`src/rtl/q_learning_controller_pkg.sv`:
```
// Shared defaults, FSM encoding and LFSR helpers for the Q-learning episode/step sequencer.
package q_learning_controller_pkg;

    localparam int unsigned DefCounterWidth = 16;
    localparam int unsigned DefStatesWidth  = 4;
    localparam int unsigned DefActionsWidth = 2;
    localparam int unsigned DefNumEpisodes  = 100;
    localparam int unsigned DefMaxSteps     = 20;
    localparam int unsigned DefTimeout      = 255;
    localparam logic [15:0] DefLfsrSeed     = 16'hACE1;

    localparam logic [15:0] LfsrTaps = 16'hB400;

    typedef enum logic [2:0] {
        StIdle  = 3'd0,
        StIssue = 3'd1,
        StWait  = 3'd2,
        StFlush = 3'd3,
        StDone  = 3'd4,
        StErr   = 3'd5
    } ctrl_state_e;

    // Galois form, right shift.
    function automatic logic [15:0] lfsr_next(input logic [15:0] cur);
        return (cur >> 1) ^ (cur[0] ? LfsrTaps : 16'h0000);
    endfunction

endpackage

```
`src/rtl/q_learning_controller_if.sv`:
```
// Control/command bundle between the sequencer, its host and the Q-learning datapath.
interface q_learning_controller_if #(
    parameter int unsigned COUNTER_WIDTH = 16,
    parameter int unsigned STATES_WIDTH  = 4,
    parameter int unsigned ACTIONS_WIDTH = 2
);
    logic                     i_start;
    logic                     i_abort;
    logic                     i_dp_valid;
    logic                     o_dp_valid;
    logic [COUNTER_WIDTH-1:0] o_count;
    logic [COUNTER_WIDTH-1:0] o_step;
    logic [STATES_WIDTH-1:0]  o_first_st;
    logic [ACTIONS_WIDTH-1:0] o_at_random;
    logic                     o_write_file_en;
    logic                     o_busy;
    logic                     o_done;
    logic                     o_error;

    // Controller side.
    modport slave (
        input  i_start, i_abort, i_dp_valid,
        output o_dp_valid, o_count, o_step, o_first_st, o_at_random,
        output o_write_file_en, o_busy, o_done, o_error
    );

    // Host / datapath side.
    modport master (
        output i_start, i_abort, i_dp_valid,
        input  o_dp_valid, o_count, o_step, o_first_st, o_at_random,
        input  o_write_file_en, o_busy, o_done, o_error
    );

endinterface

```
`src/rtl/q_learning_controller_lfsr16.sv`:
```
// 16-bit Galois LFSR with enable; only the asynchronous reset reloads the seed.
module lfsr16
    import q_learning_controller_pkg::*;
#(
    parameter logic [15:0] SEED = DefLfsrSeed
) (
    input  logic        clk,
    input  logic        rst_n,
    input  logic        en,
    output logic [15:0] state
);

    always_ff @(posedge clk or negedge rst_n) begin
        if (!rst_n) begin
            state <= SEED;
        end else if (en) begin
            state <= lfsr_next(state);
        end
    end

endmodule

```
`src/rtl/q_learning_controller.sv`:
```
// Episode/step sequencer: issues one command per step, waits for the datapath ack,
// then pulses the Q-table dump and done; a watchdog traps a stalled datapath.
module q_learning_controller
    import q_learning_controller_pkg::*;
#(
    parameter int unsigned COUNTER_WIDTH  = DefCounterWidth,
    parameter int unsigned STATES_WIDTH   = DefStatesWidth,
    parameter int unsigned ACTIONS_WIDTH  = DefActionsWidth,
    parameter int unsigned NUM_EPISODES   = DefNumEpisodes,
    parameter int unsigned MAX_STEPS      = DefMaxSteps,
    parameter int unsigned TIMEOUT_CYCLES = DefTimeout,
    parameter logic [15:0] LFSR_SEED      = DefLfsrSeed
) (
    input logic                   clk,
    input logic                   rst_n,
    q_learning_controller_if.slave ctrl
);

    localparam int unsigned SaWidth = STATES_WIDTH + ACTIONS_WIDTH;
    localparam int unsigned WdWidth = $clog2(TIMEOUT_CYCLES + 1);

    localparam logic [COUNTER_WIDTH-1:0] LastEpisode = COUNTER_WIDTH'(NUM_EPISODES - 1);
    localparam logic [COUNTER_WIDTH-1:0] LastStep    = COUNTER_WIDTH'(MAX_STEPS - 1);
    localparam logic [WdWidth-1:0]       WdLast      = WdWidth'(TIMEOUT_CYCLES - 1);

    ctrl_state_e              state_q;
    logic [15:0]              lfsr;
    logic [WdWidth-1:0]       wd_q;
    logic [COUNTER_WIDTH-1:0] count_q;
    logic [COUNTER_WIDTH-1:0] step_q;
    logic [STATES_WIDTH-1:0]  first_st_q;
    logic [ACTIONS_WIDTH-1:0] at_random_q;
    logic                     dp_valid_q;
    logic                     write_file_en_q;
    logic                     busy_q;
    logic                     done_q;
    logic                     error_q;

    logic [STATES_WIDTH-1:0]  lfsr_state;
    logic [ACTIONS_WIDTH-1:0] lfsr_action;

    assign lfsr_state  = lfsr[SaWidth-1:ACTIONS_WIDTH];
    assign lfsr_action = lfsr[ACTIONS_WIDTH-1:0];

    if (SaWidth < 16) begin : g_unused
        logic unused_lfsr_bits;
        assign unused_lfsr_bits = ^lfsr[15:SaWidth];
    end

    // The LFSR holds still during WAIT, so the value seen when entering ISSUE is
    // the one driven as the action for that step.
    lfsr16 #(
        .SEED (LFSR_SEED)
    ) u_lfsr (
        .clk   (clk),
        .rst_n (rst_n),
        .en    (state_q == StIssue),
        .state (lfsr)
    );

    always_ff @(posedge clk or negedge rst_n) begin
        if (!rst_n) begin
            state_q         <= StIdle;
            wd_q            <= '0;
            count_q         <= '0;
            step_q          <= '0;
            first_st_q      <= '0;
            at_random_q     <= '0;
            dp_valid_q      <= 1'b0;
            write_file_en_q <= 1'b0;
            busy_q          <= 1'b0;
            done_q          <= 1'b0;
            error_q         <= 1'b0;
        end else begin
            dp_valid_q      <= 1'b0;
            write_file_en_q <= 1'b0;
            done_q          <= 1'b0;
            if (ctrl.i_abort) begin
                state_q     <= StIdle;
                wd_q        <= '0;
                count_q     <= '0;
                step_q      <= '0;
                first_st_q  <= '0;
                at_random_q <= '0;
                busy_q      <= 1'b0;
                error_q     <= 1'b0;
            end else begin
                unique case (state_q)
                    StIdle: begin
                        if (ctrl.i_start) begin
                            state_q     <= StIssue;
                            count_q     <= '0;
                            step_q      <= '0;
                            first_st_q  <= lfsr_state;
                            at_random_q <= lfsr_action;
                            dp_valid_q  <= 1'b1;
                            busy_q      <= 1'b1;
                        end
                    end
                    StIssue: begin
                        state_q <= StWait;
                        wd_q    <= '0;
                    end
                    StWait: begin
                        // An ack on the expiry cycle still counts as a completed step.
                        if (ctrl.i_dp_valid) begin
                            if (step_q == LastStep && count_q == LastEpisode) begin
                                state_q         <= StFlush;
                                write_file_en_q <= 1'b1;
                            end else begin
                                if (step_q == LastStep) begin
                                    count_q    <= count_q + COUNTER_WIDTH'(1);
                                    step_q     <= '0;
                                    first_st_q <= lfsr_state;
                                end else begin
                                    step_q <= step_q + COUNTER_WIDTH'(1);
                                end
                                state_q     <= StIssue;
                                at_random_q <= lfsr_action;
                                dp_valid_q  <= 1'b1;
                            end
                        end else if (wd_q == WdLast) begin
                            state_q <= StErr;
                            busy_q  <= 1'b0;
                            error_q <= 1'b1;
                        end else begin
                            wd_q <= wd_q + WdWidth'(1);
                        end
                    end
                    StFlush: begin
                        state_q <= StDone;
                        done_q  <= 1'b1;
                    end
                    StDone: begin
                        state_q     <= StIdle;
                        count_q     <= '0;
                        step_q      <= '0;
                        first_st_q  <= '0;
                        at_random_q <= '0;
                        busy_q      <= 1'b0;
                    end
                    StErr: begin
                        state_q <= StErr;
                    end
                    default: begin
                        state_q <= StIdle;
                        busy_q  <= 1'b0;
                    end
                endcase
            end
        end
    end

    assign ctrl.o_dp_valid      = dp_valid_q;
    assign ctrl.o_count         = count_q;
    assign ctrl.o_step          = step_q;
    assign ctrl.o_first_st      = first_st_q;
    assign ctrl.o_at_random     = at_random_q;
    assign ctrl.o_write_file_en = write_file_en_q;
    assign ctrl.o_busy          = busy_q;
    assign ctrl.o_done          = done_q;
    assign ctrl.o_error         = error_q;

endmodule
```
`src/flat_wrapper.sv`:
```
// flat-port wrapper written by rule: the top's interface ports become plain ports
module q_learning_controller_flat import q_learning_controller_pkg::*;
#(
    parameter int unsigned COUNTER_WIDTH  = DefCounterWidth,
    parameter int unsigned STATES_WIDTH   = DefStatesWidth,
    parameter int unsigned ACTIONS_WIDTH  = DefActionsWidth,
    parameter int unsigned NUM_EPISODES   = DefNumEpisodes,
    parameter int unsigned MAX_STEPS      = DefMaxSteps,
    parameter int unsigned TIMEOUT_CYCLES = DefTimeout,
    parameter logic [15:0] LFSR_SEED      = DefLfsrSeed
)
  (clk, rst_n, ctrl_i_start, ctrl_i_abort, ctrl_i_dp_valid, ctrl_o_dp_valid, ctrl_o_count, ctrl_o_step, ctrl_o_first_st, ctrl_o_at_random, ctrl_o_write_file_en, ctrl_o_busy, ctrl_o_done, ctrl_o_error);
  q_learning_controller_if #(.COUNTER_WIDTH(COUNTER_WIDTH), .STATES_WIDTH(STATES_WIDTH), .ACTIONS_WIDTH(ACTIONS_WIDTH)) ctrl_i ();
  input logic clk;
  input logic rst_n;
  input wire logic [$bits(ctrl_i.i_start)-1:0] ctrl_i_start;
  input wire logic [$bits(ctrl_i.i_abort)-1:0] ctrl_i_abort;
  input wire logic [$bits(ctrl_i.i_dp_valid)-1:0] ctrl_i_dp_valid;
  output wire logic [$bits(ctrl_i.o_dp_valid)-1:0] ctrl_o_dp_valid;
  output wire logic [$bits(ctrl_i.o_count)-1:0] ctrl_o_count;
  output wire logic [$bits(ctrl_i.o_step)-1:0] ctrl_o_step;
  output wire logic [$bits(ctrl_i.o_first_st)-1:0] ctrl_o_first_st;
  output wire logic [$bits(ctrl_i.o_at_random)-1:0] ctrl_o_at_random;
  output wire logic [$bits(ctrl_i.o_write_file_en)-1:0] ctrl_o_write_file_en;
  output wire logic [$bits(ctrl_i.o_busy)-1:0] ctrl_o_busy;
  output wire logic [$bits(ctrl_i.o_done)-1:0] ctrl_o_done;
  output wire logic [$bits(ctrl_i.o_error)-1:0] ctrl_o_error;
  assign ctrl_i.i_start = ctrl_i_start;
  assign ctrl_i.i_abort = ctrl_i_abort;
  assign ctrl_i.i_dp_valid = ctrl_i_dp_valid;
  assign ctrl_o_dp_valid = ctrl_i.o_dp_valid;
  assign ctrl_o_count = ctrl_i.o_count;
  assign ctrl_o_step = ctrl_i.o_step;
  assign ctrl_o_first_st = ctrl_i.o_first_st;
  assign ctrl_o_at_random = ctrl_i.o_at_random;
  assign ctrl_o_write_file_en = ctrl_i.o_write_file_en;
  assign ctrl_o_busy = ctrl_i.o_busy;
  assign ctrl_o_done = ctrl_i.o_done;
  assign ctrl_o_error = ctrl_i.o_error;
  q_learning_controller #(.COUNTER_WIDTH(COUNTER_WIDTH), .STATES_WIDTH(STATES_WIDTH), .ACTIONS_WIDTH(ACTIONS_WIDTH), .NUM_EPISODES(NUM_EPISODES), .MAX_STEPS(MAX_STEPS), .TIMEOUT_CYCLES(TIMEOUT_CYCLES), .LFSR_SEED(LFSR_SEED)) u_core (.clk(clk), .rst_n(rst_n), .ctrl(ctrl_i));
endmodule
```
`config.mk`:
```
export PLATFORM = sky130hd
export DESIGN_NAME = q_learning_controller_flat
export DESIGN_NICKNAME = d
export VERILOG_FILES = /design/src/rtl/q_learning_controller_pkg.sv /design/src/rtl/q_learning_controller_if.sv /design/src/rtl/q_learning_controller_lfsr16.sv /design/src/rtl/q_learning_controller.sv /design/src/flat_wrapper.sv
export SDC_FILE = /design/constraint.sdc
export NUM_CORES = 1
export LEC_CHECK = 0
export BUFFER_PORTS_ARGS = -buffer_cell sky130_fd_sc_hd__buf_4
export CELL_PAD_IN_SITES_DETAIL_PLACEMENT = 1
export CELL_PAD_IN_SITES_GLOBAL_PLACEMENT = 1
export CORE_MARGIN = 10
export CORE_UTILIZATION = 40
export CTS_CLUSTER_SIZE = 40
export DETAILED_ROUTE_END_ITERATION = 8
export GPL_TIMING_DRIVEN = 0
export PLACE_DENSITY_LB_ADDON = 0.1
export SLEW_MARGIN = 20
export SYNTH_ARGS = -nofsm -noshare
export SYNTH_HDL_FRONTEND = slang
export SYNTH_SLANG_ARGS = --single-unit
```
`constraint.sdc`:
```
create_clock -name clk -period 1.8 [get_ports clk]
set_clock_uncertainty 0.1 [all_clocks]
set_input_delay 0.18 -clock clk [delete_from_list [all_inputs] [get_ports clk]]
set_output_delay 0.18 -clock clk [all_outputs]
set_load 0.005 [all_outputs]
```
---- Yosys cells after proc, flatten, opt, wreduce, memory -nomap -nowiden ----
Index checks and enable logic that the tools add are counted.
storage, ports and cells
  register bits after elaboration ......... 70
  input port bits ......................... 5
  output and inout port bits .............. 43
  word-level logic and storage cells ...... 100
operators by class
  add/subtract/negate cells ............... 3
  equality and inequality tests ........... 18
  multiplexer cells ....................... 53
  bitwise operators ....................... 1
  reductions and logical operators ........ 13
operator list
  operator                                                          count
  16-bit 2-to-1 mux                                                 10
  16-bit one-hot mux with 3 select lines                            2
  16-bit by 1-bit adder with 16-bit output, second input constant   2
  8-bit 2-to-1 mux                                                  3
  4-bit 2-to-1 mux                                                  5
  1-bit 2-to-1 mux                                                  18
  16-bit by 5-bit == test with 1-bit output, second input constant  1
  16-bit by 7-bit == test with 1-bit output, second input constant  1
  8-bit one-hot mux with 2 select lines                             1
  15-bit by 16-bit XOR with 16-bit output                           1
  3-bit != test, second input constant                              5
  3-bit one-hot mux with 5 select lines                             1
  3-bit 2-to-1 mux                                                  4
  4-bit one-hot mux with 3 select lines                             1
  2-bit 2-to-1 mux                                                  5
  8-bit by 1-bit adder with 8-bit output, second input constant     1
  8-bit == test, second input constant                              1
  4-bit AND reduction                                               2
  3-bit by 2-bit == test with 1-bit output, second input constant   2
  3-bit == test, second input constant                              2
  3-bit by 2-bit != test with 1-bit output, second input constant   2
  2-bit one-hot mux with 3 select lines                             1
  3-bit AND reduction                                               2
  5-bit AND reduction                                               1
  other kinds (13)                                                  14

---- Depth between registers and ports, before layout ----
  depth in word-level cells ............... 6
  depth in mapped cells ................... 8
  depth with buffers taken out ............ 6

---- By module ----
Synthesis repeated with hierarchy kept, for this count alone.
unflattened totals
  cell total of the unflattened synthesis .. 384
  area total of the unflattened synthesis .. 3953.8 µm²
by module, submodules not included
  module                 instances  cells each  area an instance (µm²)  seq. area each (µm²)
  q_learning_controller  1          344         3298.2                  1351.3
  lfsr16                 1          40          655.6                   410.4

---- Worst setup path before layout ----
Ideal clock, no wire load.
  path kind ............................... register to register
  start ................................... register u_core.step_q[0], in the netlist u_core.ctrl.o_step[0]
  end ..................................... register u_core.count_q[4], in the netlist u_core.ctrl.o_count[4]
  library setup time ...................... 0.069 ns
  data arrival time ....................... 1.868 ns
  data required time ...................... 1.631 ns
  path slack .............................. -0.237 ns
  stages on the path, launching flop included .. 8
  path buffers ............................ 1
  clock period less this slack ............ 2.037 ns
  path through ............................ dfrtp_1 -> ha_1 -> nor4b_2 -> and4_1 -> buf_2 -> nand2_1 -> or4_1 -> nand3_1
on the way
  cells in the longest elaborated chain, start to end .. 4
  elaborated cells on any way between the ends .. 5
  classes of those cells .................. eq/ne (3); reduce/logical (2)
RTL lines
  element                                        RTL line                                                    RTL
  from (decl)                                    q_learning_controller.sv:30                                 logic [COUNTER_WIDTH-1:0] step_q;
  from (signal assigned)                         q_learning_controller.sv:116                                step_q <= step_q + COUNTER_WIDTH'(1);
  16-bit by 5-bit == test with 1-bit output (*)  q_learning_controller.sv:107, q_learning_controller.sv:111
  1-bit logical AND                              q_learning_controller.sv:107                                if (step_q == LastStep && count_q == LastEpisode) begin
  3-bit != test (no source line)                 -
  5-bit AND reduction (no source line) (*)       -
  to (signal assigned)                           q_learning_controller.sv:112                                count_q <= count_q + COUNTER_WIDTH'(1);
  to (decl)                                      q_learning_controller.sv:29                                 logic [COUNTER_WIDTH-1:0] count_q;
Every way passes the cells marked *; elsewhere a longest branch is shown, timed or not.
A chain may end at the register's enable or synchronous reset.

---- Final worst setup path ----
  start ................................... register u_core.step_q[1], in the netlist u_core.ctrl.o_step[1]
  end ..................................... register u_core.count_q[14], in the netlist u_core.ctrl.o_count[14]
Same word-level chain as after synthesis.

==> results.txt <==
----------------------------------------------------
[Synth]
  Number of synthesized register bits ... 70
  Share of synthesized registers carrying an async set or reset ... between 90% and 100%
  Syn Std Cell Area ... 3740 µm²
  Synthesized Nets ... around 400
  Number of distinct standard cells referenced by the synthesized netlist ... 56
  Top cells by area, synth ... sky130_fd_sc_hd__dfrtp_1 41%, sky130_fd_sc_hd__dfstp_2 5.6%, sky130_fd_sc_hd__nand2_1 4.4%
  Total number of yosys warnings ... 0
  Library cell occupying the most area in the post-synthesis netlist ... sky130_fd_sc_hd__dfrtp_1
  Top-area cell type share of the netlist area ... just over 40%
  Post-synthesis cell count ... 393
  Seq/Total Area, Yosys ... 47.1%
  Most used flip-flop cell after synthesis ... sky130_fd_sc_hd__dfrtp_1
  Syn Area/Cell ... 9.52 µm²
  EDFF count, synth ... 0

[Drt]
  First-iteration detailed-routing DRC count ... 272
  Detail Route Antenna Nets ... 0
  Number of vias after detailed routing ... between 3,000 and 4,000
  DRC viols ... 0
  Total iterations of the first detailed-routing run ... 4
  Final WL ... 14,000 µm
  Number of vias per cell ... approximately 6.0
  Routed wire length per instance ... 22.1 µm

[Run]
  Number of maximum-capacitance violations ... 0

[STA]
  Fin. Hold Viols ... 0
  Rel. slew slack ... roughly two fifths
  Time the worst path needs with I/O delays and setup ... 2.05 ns
  Total negative slack for setup checks ... -6.45 ns
  Setup repair after global routing missed its margin ... true
  Setup violators final ... 47
  Maximum frequency from static timing analysis ... 487 MHz
  Final max-slew violation count ... 0
  Share of the cycle needed by the critical path after routing ... 114%
  Setup slack after layout ... -0.254 ns
  Actual transition at the worst max-transition pin ... 0.921 ns

[Setup path]
  Critical path data required time ... 2.00 ns
  Crit path max-delay cell type ... sky130_fd_sc_hd__or4_4
  CP max stage delay ... 0.53 ns
  Reg-to-Reg End ... u_core.ctrl.o_count[14]
  R2r worst-path depth ... 7
  Origin of the critical flop-to-flop path ... u_core.ctrl.o_step[1]
  Kind of end point of the critical path ... register
  Nature of the critical path startpoint ... register
  Max FO, Critical Path ... 7
  Data arrival at the endpoint of the critical path ... 2.25 ns
  Ordered list of cells on the worst path ... ha_4 > nor4b_4 > and4_1 > buf_6 > nand3_4 > or4_4 > nand3_2
  Reg2Reg Setup Slack ... -0.25 ns
  Start-to-end type of the worst setup path ... reg2reg

[Clock network]
  Num CTS Buffers ... 9
  Buffer depth of the longest clock path ... 2
  Clock Latency Late Sink ... 0.36 ns
  Total number of clock tree sinks ... 70
  Clock-pin slew of the registers on the worst-case setup and hold paths ... 0.08 ns
  TritonCTS clock tree ... done
  CTS Root Buffer Type ... sky130_fd_sc_hd__clkbuf_8
  Clock H-tree levels ... 3

[Pwr]
  Worst ir drop on vdd ... 0.000682 V
  Post-route total power ... about 4 mW
  Cell area power density ... 732 nW/µm²
  Leakage component of the power ... 2.36 nW

[Finish]
  Number of diodes added for antenna fixing ... 0
  Leading cell types in the layout, fill and taps excluded ... 96 x sky130_fd_sc_hd__buf_4, 37 x sky130_fd_sc_hd__nand2_1, 34 x sky130_fd_sc_hd__dfrtp_1
  Fraction of the core area covered by cells at the end of the flow ... 60.9%
  Synthesis-to-finish area growth ... 48.9%
  Count of non-filler cells in the finished layout ... 632
  Final net count ... 525
  Fraction of final layout cells with drive strength greater than 1 ... just over 50%
  Most common library cell in the layout ignoring fill and taps ... sky130_fd_sc_hd__buf_4

[Min path]
  Worst min-delay path startpoint ... ctrl_i_dp_valid
  Hold endpoint ... u_core.ctrl.o_step[0]
  Class of the tightest hold or removal check ... in2reg
  Worst hold path depth ... 3

[Die]
  Effective utilization at floorplan ... 40.9%
  Core region area ... 9150 µm²
  Standard-cell rows ... 35
  Number of top-level pins ... 48
  Width of the chip ... 117 µm
  Die outline height ... 117 µm
  Die Footprint ... 13,600 µm²

[Global routing]
  GRT Total Usage ... between 10% and 20%
  Maximum number of pins on one net before global-route repair ... just over 70
  Number of global-route vias before repair ... 3,857
  Initial antenna violation count ... 0
  Remaining global-route overflow ... 0
  First-pass GRT wire length ... roughly 21,000 µm

[Placement]
  Quantity of I/O buffers inserted on ports ... 46
  Gp weighted congestion ... 0.846
  Post-placement cell count ... 550
  Detailed placement HPWL ... 7760 µm

[Status]
  Outcome ... complete, but fails checks
  Violated checks ... setup timing

----------------------------------------------------
cells in the mapped netlist, types with 3 or more instances:
master,number
sky130_fd_sc_hd__o21ai_1,8
sky130_fd_sc_hd__nor3_1,8
sky130_fd_sc_hd__and2_1,4
sky130_fd_sc_hd__and3_1,6
sky130_fd_sc_hd__nand2_1,44
sky130_fd_sc_hd__or4_1,5
sky130_fd_sc_hd__xnor2_1,5
sky130_fd_sc_hd__ha_1,4
sky130_fd_sc_hd__nand4_1,11
sky130_fd_sc_hd__buf_2,9
sky130_fd_sc_hd__clkbuf_1,7
sky130_fd_sc_hd__xor2_1,7
sky130_fd_sc_hd__dfstp_2,8
sky130_fd_sc_hd__a21oi_1,18
sky130_fd_sc_hd__or3_1,6
sky130_fd_sc_hd__o21ai_0,25
sky130_fd_sc_hd__nor4_1,6
sky130_fd_sc_hd__nand3_1,24
sky130_fd_sc_hd__o211ai_1,9
sky130_fd_sc_hd__o31ai_1,3
sky130_fd_sc_hd__inv_1,11
sky130_fd_sc_hd__a31oi_1,10
sky130_fd_sc_hd__o41ai_1,3
sky130_fd_sc_hd__a2bb2oi_1,4
sky130_fd_sc_hd__nor2_1,36
sky130_fd_sc_hd__dfrtp_1,62
sky130_fd_sc_hd__mux2_2,13
power breakdown:
group	total (mW)	switching (mW)	internal, mW
clock	1.17	0.664	0.504
sequential	2.01	0.149	1.86
combinational	0.897	0.421	0.476
total	4.08	1.23	2.84
metrics by stage:
stage,instance area (µm²),setup slack (ns),hold WS (ns)
3_3_place_gp,4280,-0.543,0.276
6_report,5570,-0.254,0.0581
4_1_cts,5120,-0.175,0.0457
2_1_floorplan,3790,-0.156,-0.216
3_5_place_dp,4280,-0.573,0.284
5_1_grt,5570,-0.352,0.0463
registers in the layout, indices dropped and copies added, names as in the netlist:
signal and flops:
u_core.state_q 3, u_core.ctrl.o_at_random 2, u_core.ctrl.o_count 16, u_core.u_lfsr.state 16, u_core.ctrl.o_done 1, u_core.ctrl.o_first_st 4
u_core.ctrl.o_error 1, u_core.wd_q 8, u_core.ctrl.o_busy 1, u_core.ctrl.o_write_file_en 1, u_core.ctrl.o_step 16, u_core.ctrl.o_dp_valid 1
kinds of logic (layout without fill, tap and decap cells):
kind of cell / Yosys count / after routing / synth area share [%]
and+or+nand+nor: 169 / 169 / 24.5
AOI/OAI and AO/OA: 95 / 95 / 16.8
DFF: 70 / 70 / 47.1
buffers and inverters: 30 / 158 / 3.51
muxes: 13 / 13 / 3.91
xor gates and xnor gates: 12 / 12 / 2.81
adders and majority gates: 4 / 4 / 1.34
area by class of cell:
cell class	count	area (µm²)
tap	111	139
multi-input combinational	293	2320
clock inverter	5	36.3
inverter	12	45.0
fill	1027	3580
timing repair buffer	113	945
buffer	17	160
clock buffer	11	131
sequential	70	1800
critical path: cells and delay by family (launching register included):
kind          cells  cell delay, ns
fa+ha+maj         1            0.15
simple gates      5            1.17
flops             1            0.42
buf+inv           1            0.17
repair_timing:
| action | in CTS | in global routing |
|---|---|---|
| hold buffers | 2 | 0 |
| buffers inserted | 43 | 21 |
| resized for setup | 94 | 74 |
| endpoints found under the hold margin | 63 | 0 |
| cloned | 1 | 1 |
| setup endpoints to repair | 66 | 62 |
| pin swaps | 20 | 22 |
how the worst max path moves through the flow:
stage | startpoint | endpoint | slack (ns) | cells after the start
3_3_place_gp | u_core.ctrl.o_step[0] | u_core.ctrl.o_step[14] | -0.54 | 6
3_5_place_dp | u_core.ctrl.o_step[0] | u_core.ctrl.o_step[14] | -0.57 | 6
4_1_cts | u_core.ctrl.o_step[0] | u_core.ctrl.o_count[4] | -0.18 | 7
6_report | u_core.ctrl.o_step[1] | u_core.ctrl.o_count[14] | -0.25 | 7
5_1_grt | u_core.ctrl.o_count[0] | u_core.state_q[1] | -0.35 | 8
2_1_floorplan | u_core.ctrl.o_step[0] | u_core.ctrl.o_count[14] | -0.16 | 7
routing by layer:
metal  vias up  track usage (%)  part of all wire, %
li1       1684                -                    -
met3        30             4.42                  6.3
met4         0             6.59                  2.5
met1      1939             24.4                   42
met2       114             32.3                   50
met5         -                0                    0
No activity file was read; power rests on OpenSTA's default activity.
